**config.mk**
```make
export PLATFORM = sky130hd
export DESIGN_NAME = temp_monitor_multi
export DESIGN_NICKNAME = d
export VERILOG_FILES = /design/src/rtl/temp_monitor_multi.sv
export SDC_FILE = /design/constraint.sdc
export NUM_CORES = 1
export LEC_CHECK = 0
export CORE_MARGIN = 2
export CORE_UTILIZATION = 30
export CTS_BUF_LIST = sky130_fd_sc_hd__clkbuf_8
export DETAILED_ROUTE_END_ITERATION = 10
export GPL_TIMING_DRIVEN = 0
export PLACE_DENSITY_LB_ADDON = 0.15
export SETUP_SLACK_MARGIN = 0.4
export SLEW_MARGIN = 20
export SYNTH_ARGS = -nofsm -noshare
export SYNTH_HDL_FRONTEND = slang
export SYNTH_SLANG_ARGS = --single-unit
```
**constraint.sdc**
```tcl
create_clock -name clock -period 1.8 [get_ports clock]
set_input_delay 0.36 -clock clock [delete_from_list [all_inputs] [get_ports clock]]
set_output_delay 0.36 -clock clock [all_outputs]
set_load 0.01 [all_outputs]
```
**src/rtl/temp_monitor_multi.sv**
```systemverilog
// Multi-channel temperature supervisor: registered hottest-channel reduction,
// debounced latched alarm with operator acknowledge, and hysteretic fan control.
module temp_monitor_multi #(
  parameter int unsigned W         = 5,
  parameter int unsigned N         = 4,
  parameter int unsigned T_FAN_ON  = 20,
  parameter int unsigned T_FAN_OFF = 18,
  parameter int unsigned T_ALARM   = 28,
  parameter int unsigned DEBOUNCE  = 3
) (
  input  logic                                 clock,
  input  logic                                 reset,
  input  logic                                 en_m1,
  input  logic [N*W-1:0]                       temperatura,
  input  logic                                 lect,
  output logic                                 est_ventilador,
  output logic                                 est_alarma,
  output logic [1:0]                           estados,
  output logic [W-1:0]                         max_temp,
  output logic [((N > 1) ? $clog2(N) : 1)-1:0] max_chan,
  output logic [N-1:0]                         alarm_chan
);

  localparam int unsigned CW  = (N > 1) ? $clog2(N) : 1;
  localparam int unsigned DCW = (DEBOUNCE > 1) ? $clog2(DEBOUNCE) : 1;
  localparam logic [DCW-1:0] DMAX = DCW'(DEBOUNCE - 1);

  localparam logic [1:0] S_IDLE   = 2'b00;
  localparam logic [1:0] S_NORMAL = 2'b01;
  localparam logic [1:0] S_FAN    = 2'b10;
  localparam logic [1:0] S_ALARM  = 2'b11;

  if (!((T_FAN_OFF <= T_FAN_ON) && (T_FAN_ON < T_ALARM))) begin : g_bad_thresholds
    $error("temp_monitor_multi: thresholds must satisfy T_FAN_OFF <= T_FAN_ON < T_ALARM");
  end
  if (N < 1) begin : g_bad_n
    $error("temp_monitor_multi: N must be at least 1");
  end
  if (DEBOUNCE < 1) begin : g_bad_debounce
    $error("temp_monitor_multi: DEBOUNCE must be at least 1");
  end

  logic [W-1:0]   max_temp_q, max_temp_d;
  logic [CW-1:0]  max_chan_q, max_chan_d;
  logic [DCW-1:0] dcnt_q, dcnt_d;
  logic [1:0]     state_q, state_d;
  logic           fan_q, alarm_q;
  logic [N-1:0]   alarm_chan_q, alarm_chan_d;
  logic [N-1:0]   chan_hot;
  logic           over_alarm, hot, leave_alarm;

  // Unsigned max reduction; strict '>' keeps the lowest index on ties.
  always_comb begin
    max_temp_d = temperatura[W-1:0];
    max_chan_d = '0;
    chan_hot   = '0;
    for (int i = 0; i < int'(N); i++) begin
      chan_hot[i] = (32'(temperatura[i*W +: W]) >= T_ALARM);
      if (temperatura[i*W +: W] > max_temp_d) begin
        max_temp_d = temperatura[i*W +: W];
        max_chan_d = CW'(i);
      end
    end
  end

  assign over_alarm = (32'(max_temp_q) >= T_ALARM);
  assign hot        = en_m1 && over_alarm && (dcnt_q == DMAX);

  always_comb begin
    dcnt_d = '0;
    if (en_m1 && over_alarm) begin
      dcnt_d = (dcnt_q == DMAX) ? dcnt_q : dcnt_q + 1'b1;
    end
  end

  always_comb begin
    state_d = state_q;
    if ((state_q != S_ALARM) && hot) begin
      state_d = S_ALARM;
    end else begin
      case (state_q)
        S_ALARM: begin
          if (lect && !over_alarm) begin
            state_d = (32'(max_temp_q) >= T_FAN_OFF) ? S_FAN : S_NORMAL;
          end
        end
        S_IDLE: begin
          if (en_m1) state_d = S_NORMAL;
        end
        S_NORMAL: begin
          if (!en_m1)                             state_d = S_IDLE;
          else if (32'(max_temp_q) >= T_FAN_ON)   state_d = S_FAN;
        end
        S_FAN: begin
          if (!en_m1)                             state_d = S_IDLE;
          else if (32'(max_temp_q) < T_FAN_OFF)   state_d = S_NORMAL;
        end
        default: state_d = S_IDLE;
      endcase
    end
  end

  // The acknowledge wipes the mask, but a channel still over threshold on that edge re-arms it.
  assign leave_alarm = (state_q == S_ALARM) && (state_d != S_ALARM);

  always_comb begin
    alarm_chan_d = leave_alarm ? '0 : alarm_chan_q;
    if (en_m1) alarm_chan_d = alarm_chan_d | chan_hot;
  end

  always_ff @(posedge clock or negedge reset) begin
    if (!reset) begin
      max_temp_q   <= '0;
      max_chan_q   <= '0;
      dcnt_q       <= '0;
      state_q      <= S_IDLE;
      fan_q        <= 1'b0;
      alarm_q      <= 1'b0;
      alarm_chan_q <= '0;
    end else begin
      if (en_m1) begin
        max_temp_q <= max_temp_d;
        max_chan_q <= max_chan_d;
      end
      dcnt_q       <= dcnt_d;
      state_q      <= state_d;
      fan_q        <= (state_d == S_FAN) || (state_d == S_ALARM);
      alarm_q      <= (state_d == S_ALARM);
      alarm_chan_q <= alarm_chan_d;
    end
  end

  assign est_ventilador = fan_q;
  assign est_alarma     = alarm_q;
  assign estados        = state_q;
  assign max_temp       = max_temp_q;
  assign max_chan       = max_chan_q;
  assign alarm_chan     = alarm_chan_q;

endmodule

```
==> metrics.txt <==
total placed instance area 2030 um^2; Setup crit end max_temp[1]$_DFFE_PN0P_; Worst setup SP type input port; Max Slew Vio Count 0; CP startpoint temperatura[0]; Crit Reg-Reg Startpoint max_temp[3]$_DFFE_PN0P_; design area 2610 um^2; largest net degree at the start of global routing 18; dpl cells 253; Seq/Total Area, Yosys 30.1%; drt first-iter violations 43; hold_buf cts 0; die width 72.7 um; mux contribution to synthesized area 3.63%; post-synthesis xor/xnor area fraction 1.24%; share of layout cells above drive strength 1 44.9%; Core Region 4440 um^2; failing checks setup timing; worst endpoint required time 1.93 ns; Post-synth EDFFs 0; Slew headroom 49.7%; fin cells 288; total CTS buffers 3; Final HPWL DP 3290 um; Worst Tran Pin Value 0.752 ns; detailed-route wire length 4700 um; asr flop ratio synth 100%; Cell Rows 24; #FFs+latches synth 17; GPL Wtd Cong 0.781; Post-Syn Nets 204; Post-Synth Simple-Gate Area 17.0%; Clock Latency Late Sink 0.26 ns; Syn-to-layout area delta 84.5%; vias in the first global route 1543; Synth area leaders dfrtp_1, ha_1, a21oi_1; ANT nets after route 0; IO Pins 39; Power Density 1110 nW/um^2; static leakage 1.09 nW; clock sink count 17; first-pass GRT wire length 7430 um; CTS tree built; Worst setup EP type flop; unrepaired setup endpoints after global routing yes; largest family of logic cells by synthesized area compound AO/OA/AOI/OAI gates; drt first pass iters 4; r2r endpoint est_ventilador$_DFF_PN0_; hold violation count in the final report 0; largest fanout on the critical path 5; Starting Density 31.8%; final hold slack 0.354 ns; CP arrival 3.97 ns; final period utilization 213%; filler cell count in the final layout 390; Synth Area in Compound Gates 28.6%; Remaining DRCs 0; worst min-delay path class in -> reg; GRT Total Usage 17.8%; drt wl/cell 16.3 um; top cells by count, synth a21oi_1, dfrtp_1, ha_1; Peak VDD IR 0.000431 V; Clock Root Buffer clkbuf_8; outcome complete, but fails checks; vias per cell 5.39; Max-Cap Viols 0; Die Span Y 72.7 um; total number of vias 1551; cell taking the most area after synthesis dfrtp_1; FF-to-FF setup slack 0.37 ns; f_max 260 MHz; critical path class in -> reg; Port Buffers 37; Post-synth top flop dfrtp_1; Post-Synth Adder-Cell Area 14.1%; share of the synthesized area in the top cell type 30.1%; Netlist cell types 38; Max clock buf depth 2; Reg2Reg Depth 6; setup ws final -2.04 ns; final net count 277; Post-Synthesis Cells 164; Ant. Diodes 0; Reg clk slew, reported paths 0.07 ns; Setup Skew 0.00333 ns; Setup-failing EPs final 7; H-tree depth 1; Mean Syn Cell Area 8.63 um^2; Final min period 3.84 ns; global route overflow 0; initial antenna violation count 0; Ys Warns 0; total power 2.91 mW; Die Footprint 5280 um^2; Post-Syn Area 1420 um^2
per-stage QoR:
step	setup TNS, ns	utilization [%]	setup WS (ns)
2_1_floorplan	-13.15	-	-1.92
3_3_place_gp	-20.45	45.7	-2.96
3_5_place_dp	-21.18	45.7	-3.08
4_1_cts	-13.88	52.9	-2.01
5_1_grt	-15.03	58.8	-2.18
6_report	-14.10	58.8	-2.04
worst min-delay path by stage:
stage	from	to	slack [ns]	cells after the start
after floorplan	reset	alarm_chan[0]$_DFF_PN0_	0.06	0
after global placement	alarm_chan[3]$_DFF_PN0_	alarm_chan[3]$_DFF_PN0_	0.45	2
after detailed placement	alarm_chan[1]$_DFF_PN0_	alarm_chan[1]$_DFF_PN0_	0.46	2
after CTS	temperatura[2]	alarm_chan[0]$_DFF_PN0_	0.36	3
after global routing	temperatura[2]	alarm_chan[0]$_DFF_PN0_	0.36	3
final	temperatura[2]	alarm_chan[0]$_DFF_PN0_	0.35	3
critical path: stages:
cell and delay (ns):
dlygate4sd2_1 0.28, ha_1 0.29, inv_1 0.05, o22ai_4 0.18
buf_4 0.16, mux2i_4 0.27, inv_1 0.08, ha_1 0.28
and3_4 0.20, and3_4 0.27, nor3_4 0.06, a21o_1 0.20
ha_4 0.29, nand4_1 0.12, mux2_4 0.28, o31a_1 0.16
buf_6 0.16, a221oi_2 0.20, a221oi_2 0.09
power by group:
part	internal, mW	switching [mW]	leakage [nW]
clock	0.154	0.135	0.0255
combinational	1.01	0.950	0.871
sequential	0.539	0.116	0.198
layer usage:
metal	GRT usage [%]	vias to the layer above	routed length [um]
met5	0	-	0
met4	5.97	0	119
met3	2.07	10	146
met2	31.2	30	2400
met1	22.7	741	2040
li1	-	770	-
registers in the layout (all words and copies together) (netlist names):
register,flops
est_alarma,1
dcnt_q,2
max_temp,5
est_ventilador,1
estados,2
max_chan,2
alarm_chan,4
area by class of cell:
| class | count | area, um^2 | share of cell area [%] |
|---|---|---|---|
| multi-input cells | 128 | 1370 | 52.4 |
| repair buffers | 68 | 592 | 22.7 |
| flip-flops and latches | 17 | 429 | 16.4 |
| well taps | 52 | 65.1 | 2.49 |
| inverters | 13 | 63.8 | 2.44 |
| plain buffers | 6 | 46.3 | 1.77 |
| clock buffers | 3 | 41.3 | 1.58 |
| clock inverters | 1 | 5.00 | 0.192 |
cell families after synthesis:
kind of cell	Yosys count
simple gates	49
flops	17
buf+inv	19
compound gates	56
xor+xnor	2
mux	5
fa+ha+maj	16
repair_timing:
item / in CTS / in global routing
resized for setup: 91 / 27
pin swaps: 23 / 26
endpoints found under the setup margin: 25 / 10
cloned: 1 / 0
buffers inserted: 18 / 12
layout by cell type (no fill, tap or decap), types with 3 or more instances in the layout:
master and n:
buf_4 30, a21oi_1 15, dlygate4sd2_1 15, dfrtp_1 14, nand2_1 12, clkdlybuf4s50_1 12, nor2_1 11, ha_4 11
buf_6 9, inv_1 8, nand4_1 6, o22a_1 6, a221oi_2 6, ha_1 5, a21o_1 4, mux2i_4 4
nor3_4 4, inv_2 3, buf_2 3, a221oi_4 3, clkbuf_8 3, dfrtp_2 3
Note: power is estimated with default switching activity, not from simulation.
